===== src/rtl/uart_pkt_pkg.sv =====
// uart_pkt_pkg: shared state encoding, error codes and default framing byte for the packet receiver
package uart_pkt_pkg;
    typedef enum logic [2:0] {ST_HUNT, ST_LEN, ST_PAYLOAD, ST_CSUM, ST_READY} pkt_state_e;
    localparam logic [1:0] ERR_LEN = 2'd1;
    localparam logic [1:0] ERR_CSUM = 2'd2;
    localparam logic [1:0] ERR_TMO = 2'd3;
    localparam logic [7:0] SOF_DEFAULT = 8'hA5;
endpackage


===== src/rtl/uart_pkt_buf.sv =====
// uart_pkt_buf: payload storage, synchronous write and asynchronous read, storage not reset
module uart_pkt_buf #(
    parameter int DBIT = 8,
    parameter int DEPTH = 16,
    localparam int AW = $clog2(DEPTH)
) (
    input  logic            clk_i,
    input  logic            we_i,
    input  logic [AW-1:0]   waddr_i,
    input  logic [DBIT-1:0] wdata_i,
    input  logic [AW-1:0]   raddr_i,
    output logic [DBIT-1:0] rdata_o
);
    logic [DBIT-1:0] mem_q [DEPTH];

    always_ff @(posedge clk_i) begin
        if (we_i) mem_q[waddr_i] <= wdata_i;
    end

    assign rdata_o = mem_q[raddr_i];
endmodule


===== src/rtl/uart_rx_pkt_ctrl.sv =====
// uart_rx_pkt_ctrl: frames UART bytes as SOF/LEN/PAYLOAD/CSUM, checks length, XOR checksum and
// inter-byte gaps, and holds one checked payload for a consumer.
module uart_rx_pkt_ctrl
    import uart_pkt_pkg::*;
#(
    parameter int DBIT = 8,
    parameter int MAX_LEN = 16,
    parameter logic [DBIT-1:0] SOF = SOF_DEFAULT,
    parameter int TIMEOUT_TICKS = 640,
    localparam int AW = $clog2(MAX_LEN),
    localparam int LW = $clog2(MAX_LEN) + 1,
    localparam int GW = $clog2(TIMEOUT_TICKS + 1)
) (
    input  logic            clk,
    input  logic            reset,
    input  logic            rxdone,
    input  logic [DBIT-1:0] rxdout,
    input  logic            stick,
    input  logic            rd_en,
    output logic [DBIT-1:0] rd_data,
    output logic            pkt_valid,
    output logic [LW-1:0]   pkt_len,
    output logic            pkt_err,
    output logic [1:0]      err_code,
    output logic            overrun
);
    pkt_state_e      state_q;
    logic [LW-1:0]   len_q, pkt_len_q;
    logic [AW-1:0]   wr_ptr_q, rd_ptr_q;
    logic [DBIT-1:0] csum_q;
    logic [GW-1:0]   gap_q;
    logic            pkt_valid_q, pkt_err_q, overrun_q;
    logic [1:0]      err_code_q;
    logic            framing, len_bad, last_wr, last_rd, timeout;

    assign framing = state_q inside {ST_LEN, ST_PAYLOAD, ST_CSUM};
    // Length is judged on the full byte so e.g. 8'h90 is rejected rather than aliasing to 16.
    assign len_bad = (rxdout == '0) || (rxdout > DBIT'(MAX_LEN));
    assign last_wr = LW'(wr_ptr_q) == len_q - LW'(1);
    assign last_rd = LW'(rd_ptr_q) == pkt_len_q - LW'(1);
    assign timeout = framing && stick && !rxdone && gap_q == GW'(TIMEOUT_TICKS - 1);

    uart_pkt_buf #(.DBIT(DBIT), .DEPTH(MAX_LEN)) u_buf (
        .clk_i   (clk),
        .we_i    (state_q == ST_PAYLOAD && rxdone),
        .waddr_i (wr_ptr_q),
        .wdata_i (rxdout),
        .raddr_i (rd_ptr_q),
        .rdata_o (rd_data)
    );

    always_ff @(posedge clk) begin
        if (reset) begin
            state_q     <= ST_HUNT;
            len_q       <= '0;
            pkt_len_q   <= '0;
            wr_ptr_q    <= '0;
            rd_ptr_q    <= '0;
            csum_q      <= '0;
            gap_q       <= '0;
            pkt_valid_q <= 1'b0;
            pkt_err_q   <= 1'b0;
            overrun_q   <= 1'b0;
            err_code_q  <= '0;
        end else begin
            pkt_err_q <= 1'b0;
            overrun_q <= 1'b0;
            gap_q     <= (!framing || rxdone) ? '0 : stick ? gap_q + GW'(1) : gap_q;
            if (timeout) begin
                state_q    <= ST_HUNT;
                pkt_err_q  <= 1'b1;
                err_code_q <= ERR_TMO;
            end else begin
                case (state_q)
                    ST_HUNT: if (rxdone && rxdout == SOF) state_q <= ST_LEN;
                    ST_LEN: if (rxdone) begin
                        if (len_bad) begin
                            state_q    <= ST_HUNT;
                            pkt_err_q  <= 1'b1;
                            err_code_q <= ERR_LEN;
                        end else begin
                            state_q  <= ST_PAYLOAD;
                            len_q    <= LW'(rxdout);
                            csum_q   <= rxdout;
                            wr_ptr_q <= '0;
                        end
                    end
                    ST_PAYLOAD: if (rxdone) begin
                        csum_q   <= csum_q ^ rxdout;
                        wr_ptr_q <= wr_ptr_q + AW'(1);
                        if (last_wr) state_q <= ST_CSUM;
                    end
                    ST_CSUM: if (rxdone) begin
                        if (rxdout == csum_q) begin
                            state_q     <= ST_READY;
                            pkt_valid_q <= 1'b1;
                            pkt_len_q   <= len_q;
                            rd_ptr_q    <= '0;
                        end else begin
                            state_q    <= ST_HUNT;
                            pkt_err_q  <= 1'b1;
                            err_code_q <= ERR_CSUM;
                        end
                    end
                    ST_READY: begin
                        overrun_q <= rxdone;
                        if (rd_en && last_rd) begin
                            state_q     <= ST_HUNT;
                            pkt_valid_q <= 1'b0;
                        end else if (rd_en) begin
                            rd_ptr_q <= rd_ptr_q + AW'(1);
                        end
                    end
                    default: state_q <= ST_HUNT;
                endcase
            end
        end
    end

    assign pkt_valid = pkt_valid_q;
    assign pkt_len   = pkt_len_q;
    assign pkt_err   = pkt_err_q;
    assign err_code  = err_code_q;
    assign overrun   = overrun_q;
endmodule


===== config.mk =====
export PLATFORM = sky130hd
export DESIGN_NAME = uart_rx_pkt_ctrl
export DESIGN_NICKNAME = d
export VERILOG_FILES = /design/src/rtl/uart_pkt_pkg.sv /design/src/rtl/uart_pkt_buf.sv /design/src/rtl/uart_rx_pkt_ctrl.sv
export SDC_FILE = /design/constraint.sdc
export NUM_CORES = 1
export LEC_CHECK = 0
export ABC_AREA = 1
export BUFFER_PORTS_ARGS = -buffer_cell sky130_fd_sc_hd__buf_4
export CAP_MARGIN = 40
export CORE_MARGIN = 4
export CORE_UTILIZATION = 50
export CTS_CLUSTER_DIAMETER = 30
export DETAILED_ROUTE_END_ITERATION = 6
export PLACE_DENSITY = 0.69
export SYNTH_ARGS = -nofsm -noshare
export SYNTH_HDL_FRONTEND = slang
export SYNTH_HIERARCHICAL = 1
export SYNTH_SLANG_ARGS = --single-unit

===== constraint.sdc =====
create_clock -name clk -period 1.65 [get_ports clk]
set_input_delay 0.33 -clock clk [delete_from_list [all_inputs] [get_ports clk]]
set_output_delay 0.33 -clock clk [all_outputs]
set_load 0.005 [all_outputs]

After elaboration in Yosys (flattened, before gate mapping)
Memory sizes are Yosys's and may differ from the RTL's. A register that Yosys moved wholly into a read port is not among the register bits.
Index checks and enable logic that the tools add are counted.
Cells by class
  $add $sub $neg: 5
  $lt $le $gt $ge: 1
  equality and inequality tests: 23
  muxes and demuxes: 42
  bitwise gates (word level): 4
  reduce and logical (&&, ||, !) cells: 26
Operators by type and width (count)
  $mux 4: 9
  $mux 8: 3
  $mux 3: 7
  $ne 2x2->1 const B: 9
  $pmux 4 s2: 2
  $pmux 8 s2: 1
  $pmux 3 s5: 1
  $reduce_and 5->1: 3
  $mux 2: 6
  $ne 3x3->1 const B: 4
  $reduce_and 6->1: 2
  $add 10x1->10 const B: 1
  $eq 10x10->1 const B: 1
  $eq 4x5->1: 2
  $mux 1: 10
  $sub 5x1->5 const B: 2
  $add 4x1->4 const B: 2
  $eq 8x8->1: 1
  $eq 8x8->1 const B: 1
  $gt 8x5->1 const B: 1
  $logic_not 8->1: 1
  $reduce_and 4->1: 2
  $xor 8x8->8: 1
  $eq 3x2->1 const B: 2
  other kinds (14): 27
Storage, ports and cells
  flip-flop bits (word level): 44
  bits in writable memories: 128
  input bits: 13
  output and inout port bits: 18
  memories kept: 1
Memories
  u_buf.mem_q: depth 16, width 8, rd ports 1, clocked after Yosys merged registers in 1, wr ports 1, RTL line uart_pkt_buf.sv:14  | logic [DBIT-1:0] mem_q [DEPTH];

Depth between registers and ports, before layout
  word-level depth: 9
  depth in mapped cells: 15
  depth with buffers taken out: 15

By module
The synthesis kept the hierarchy.
By module, submodules not included
  uart_pkt_buf: instances 1, cells an instance 543, area an instance 5606.6 um^2, seq. area each 3843.7 um^2
  uart_rx_pkt_ctrl: instances 1, cells an instance 396, area an instance 2588.7 um^2, seq. area each 880.8 um^2

Least setup slack after synthesis
No wires, ideal clock.
  kind: register to register
  start point: register pkt_len_q[0] (netlist: pkt_len[0])
  end point: register rd_ptr_q[0]
  arrival: 1.538 ns
  required time: 1.538 ns
  path slack: 0.001 ns
  stages on the path, launching flop included: 15
  clock period less this slack: 1.649 ns
  cells stage by stage: dfxtp_1 -> inv_1 -> ha_1 -> nand2_1 -> inv_1 -> nor2_1 -> nand2_1 -> nor2_1 -> nand3_1 -> nand2_1 -> nand2_1 -> nand2_2 -> inv_2 -> nor2_1 -> nor2_1
On the way
  cells in the longest elaborated chain, start to end: 5
RTL lines
  start, declared: RTL line uart_rx_pkt_ctrl.sv:28  | logic [LW-1:0] len_q, pkt_len_q;
  start signal, assigned: RTL line uart_rx_pkt_ctrl.sv:97  | pkt_len_q <= len_q;
  $sub 5x1->5: RTL line uart_rx_pkt_ctrl.sv:40  | assign last_rd = LW'(rd_ptr_q) == pkt_len_q - LW'(1);
  $eq 4x5->1: RTL line uart_rx_pkt_ctrl.sv:40
  $logic_and 1x1->1: RTL line uart_rx_pkt_ctrl.sv:107  | if (rd_en && last_rd) begin
  $ne 2x2->1 (no source line)
  $reduce_and 6->1 (no source line)
  end signal, assigned: RTL line uart_rx_pkt_ctrl.sv:111  | rd_ptr_q <= rd_ptr_q + AW'(1);
  end, declared: RTL line uart_rx_pkt_ctrl.sv:29  | logic [AW-1:0] wr_ptr_q, rd_ptr_q;
No other way between the ends.
A chain may end at the register's enable or synchronous reset.

==> results list <==
- After clock tree synthesis, the clock-pin slew on the worst setup and hold paths is 0.06 ns.
- Num CTS Buffers: 17
* Detail Route Antenna Nets: 0
* DRC Markers: 0
- STA puts the critical path data arrival time at 1.72 ns.
- For the pin with the worst max-slew slack, the measured transition is 0.457 ns.
* CP Class: register to output port
- IR analysis of the VDD net gives a maximum drop of 0.750 mV.
- Post-detailed-route via-to-cell ratio: 5.13
* Grt total ovfl: 0
* Switching Fraction: 25.0%
* Core Region: 16000 µm²
- Initial standard-cell utilization of the core: 51.2%
- After detailed placement, the total cell area comes to 9050 µm².
* Endpoint type of the worst setup path: output port
- Cell Rows: 46
* Total die area: 18500 µm²
- Synthesized area per cell: 8.73 µm²
- Post-synthesis register bit count: 172
* Critical path launch point type: register
- H-tree depth reported by CTS: 4
- Setup violations remaining at the end of the flow were counted as 9.
- Post-synthesis instance total: 939
- The flow ran to the end, but the final reports show violations.
- Leakage power of the design: 4.41 nW
- Fin util: 64.0%
- Overall fraction of global-route tracks in use: 21.9%
- The number of cells on the worst reg-to-reg path is 14.
* Fmax: 488 MHz
- For the worst setup path, the data required time is 1.32 ns.
- Clock period minus final worst setup slack: 2.05 ns
- Sequential cell area fraction in the yosys report: 57.6%
* Area of the mapped netlist: 8200 µm²
* EDFF count, synth: 128
- In this run, the clock network consumes 38.9% of the power.
- Number of warnings reported in the yosys synthesis log: 6
* Nets in the synthesized netlist: 957
- Design internal power: 7.48 mW
* Unrepaired setup endpoints after global routing: true
* Routability congestion estimate from global placement: 0.898
- Counting along the longest clock path gives a buffer depth of 2.
- Path category of the worst min-delay check: input pin to register
- First drt pass iteration count: 5
* CTS Hold Bufs: 0
- In the synthesized netlist the dominant register cell turns out to be sky130_fd_sc_hd__edfxtp_1.
- Max-cap violations in this run came to 0.
- Routed wire length: 20300 µm
* Part of the total power dissipated in combinational logic: 12.6%
- Relative to the synthesized area, the layout overhead comes to 24.9%.
* Least setup slack across all paths after layout: -0.397 ns
- Total via count after detailed routing: 6495
- Die Y: 136 µm
- Nets: 1056
* Master cell of the clock root buffer: sky130_fd_sc_hd__clkbuf_16
* Antenna violations before repair: 0
- Counting distinct cell types in the post-synthesis netlist gives 38.
- Of the cells placed in the final design, the portion with a size suffix greater than 1 is 23.5%.
- Switch Pwr: 2.49 mW
- During I/O placement, the number of pins put on the boundary was 31.
- Sequential cell area: 4740 µm²
* Fin. max-slew vios: 0
* Sequential share of power: 48.5%
- Highest net fanout along the worst path: 8
* Setup skew after layout: 0.0121 ns
- P per Cell Area: 974 nW/µm²
- Once detailed placement completed, the half-perimeter wirelength came to 12900 µm.
- Headroom to the max-slew limit came out at 69.5%.
* Global-route wire length before repair: 30600 µm
- Multi-input combinational cell area: 2980 µm²
- For the worst-skew pair, the clock arrives at the later sink with an insertion delay of 0.43 ns.
- The number of global-route vias before repair came to 5923.
* Violations in the final reports: negative setup slack
* Number of sinks on the clock net: 172
- The detailed router finished its first iteration with 588 violations.
* Number of antenna cells inserted: 0
- Fill cells in the final layout number 1318.
- Input and output buffers added on the ports amount to 30.
- The finished cells cover 10200 µm².
- Along the worst hold path, the cell count comes to 1.
- Die Span X: 136 µm
- TritonCTS clock tree: yes
- Entering global routing, the biggest net connects 27 pins.
- Counting flops with an async set or reset pin after synthesis yields a share of 0%.
* Routed wire per std cell: 16.1 µm
* Final clock period utilization by the worst path: 124%
- The count of final hold-check violations came to 0.
## cells in the final DEF, fill, tap and decap left out, types with 7 or more instances in the layout
cell                        Yosys  final
sky130_fd_sc_hd__nand2_1      274    257
sky130_fd_sc_hd__inv_1        151    149
sky130_fd_sc_hd__edfxtp_1     128    128
sky130_fd_sc_hd__nand3_1      124     88
sky130_fd_sc_hd__buf_4          6     86
sky130_fd_sc_hd__nor2_1        68     61
sky130_fd_sc_hd__nand3_2        1     37
sky130_fd_sc_hd__dfxtp_1       44     37
sky130_fd_sc_hd__a21oi_1       28     25
sky130_fd_sc_hd__clkbuf_16      0     25
sky130_fd_sc_hd__nand2_2        6     22
sky130_fd_sc_hd__o21ai_0       18     18
sky130_fd_sc_hd__inv_2          9     11
sky130_fd_sc_hd__nor2_2         3      9
sky130_fd_sc_hd__buf_6          7      8
sky130_fd_sc_hd__buf_12         0      7
## metrics by stage
step	cells	hold WS, ns	setup WS (ns)	TNS [ns]	total power, mW
6_report	1267	0.159	-0.397	-3.02	9.97
4_1_cts	1257	0.139	-0.415	-3.17	9.94
3_5_place_dp	1221	0.467	-0.0952	-0.441	6.09
5_1_grt	1267	0.146	-0.469	-4.73	10.4
3_3_place_gp	1221	0.465	-0.0408	-0.114	6.07
2_1_floorplan	939	0.429	0.000762	0	5.65
## final timing paths
check,start,endpoint,slack (ns)
setup / recovery,rd_ptr_q[3],rd_data[4],-0.40
hold / removal,rxdout[6],u_buf/mem_q[5][6],0.16
setup reg to reg,pkt_len[1],rd_ptr_q[1],0
hold reg to reg,pkt_valid,pkt_valid,0.47
## area by class of cell
cell class                      instances  area share, %
Multi-Input combinational cell        579           29.1
Inverter                              160           5.96
Sequential cell                       172           46.3
Timing Repair Buffer                  108           10.3
Tap cell                              216           2.64
Clock buffer                           22           5.16
Clock inverter                         10          0.550
## repair_timing
| item | 4_1_cts | 5_1_grt |
|---|---|---|
| setup buffers | 2 | 3 |
| gates resized for setup | 20 | 78 |
| endpoints found under the setup margin | 14 | 131 |
| pin swaps | 4 | 46 |
| cloned | 2 | 7 |
## power groups by stage
stage	Clock, mW	Combinational (mW)	Sequential, mW
final	3.88	1.26	4.84
after global routing	4.14	1.42	4.85
after CTS	3.93	1.17	4.83
after detailed placement	0	1.16	4.93
after global placement	0	1.15	4.92
after floorplan	0	0.735	4.92
## registers in the layout (all words and copies together) (netlist names)
| name | flops |
|---|---|
| u_buf/mem_q | 128 |
| gap_q | 10 |
| csum_q | 8 |
| len_q | 5 |
| pkt_len | 5 |
| rd_ptr_q | 4 |
| wr_ptr_q | 4 |
| state_q | 3 |
| err_code | 2 |
| overrun | 1 |
| pkt_err | 1 |
| pkt_valid | 1 |
## Yosys cell counts (2+ instances only)
cell	instances	share of area, %
sky130_fd_sc_hd__or2_1	2	0.15
sky130_fd_sc_hd__inv_1	151	6.9
sky130_fd_sc_hd__a211oi_2	5	0.76
sky130_fd_sc_hd__nand2_1	274	13
sky130_fd_sc_hd__inv_2	9	0.41
sky130_fd_sc_hd__nand4_1	5	0.38
sky130_fd_sc_hd__buf_2	13	0.79
sky130_fd_sc_hd__nor2_1	68	3.1
sky130_fd_sc_hd__dfxtp_1	44	11
sky130_fd_sc_hd__edfxtp_1	128	47
sky130_fd_sc_hd__xnor2_1	7	0.75
sky130_fd_sc_hd__nor2_2	3	0.23
sky130_fd_sc_hd__a211oi_1	2	0.18
sky130_fd_sc_hd__ha_1	5	0.76
sky130_fd_sc_hd__nand2_4	2	0.27
sky130_fd_sc_hd__buf_4	6	0.55
sky130_fd_sc_hd__buf_1	2	0.092
sky130_fd_sc_hd__o21ai_0	18	1.1
sky130_fd_sc_hd__nand3b_1	6	0.55
sky130_fd_sc_hd__nor3_1	6	0.37
sky130_fd_sc_hd__xor2_1	5	0.53
sky130_fd_sc_hd__buf_6	7	0.96
sky130_fd_sc_hd__a21oi_1	28	1.7
sky130_fd_sc_hd__nand3_1	124	7.6
sky130_fd_sc_hd__nand2_2	6	0.46
## layer usage
metal / track usage (%) / vias up / share of wire (%)
met1: 29.3 / 3013 / 44
met5: 0 / - / 0
met3: 5.00 / 34 / 6.4
li1: - / 3217 / -
met2: 36.1 / 231 / 48
met4: 5.66 / 0 / 1.8
## worst max-delay path, stage by stage (launching register included)
cell,delay (ns)
sky130_fd_sc_hd__dfxtp_1,0.55
sky130_fd_sc_hd__inv_1,0.33
sky130_fd_sc_hd__nand3_2,0.18
sky130_fd_sc_hd__nand2_2,0.08
sky130_fd_sc_hd__buf_4,0.14
## cells by family after synthesis
group           synth area share (%)
compound gates                  4.03
flops                           57.6
xor+xnor                        1.28
simple gates                    26.5
buf+inv                         9.77
fa+ha+maj                      0.763
Power figures use the tool's default switching activity.
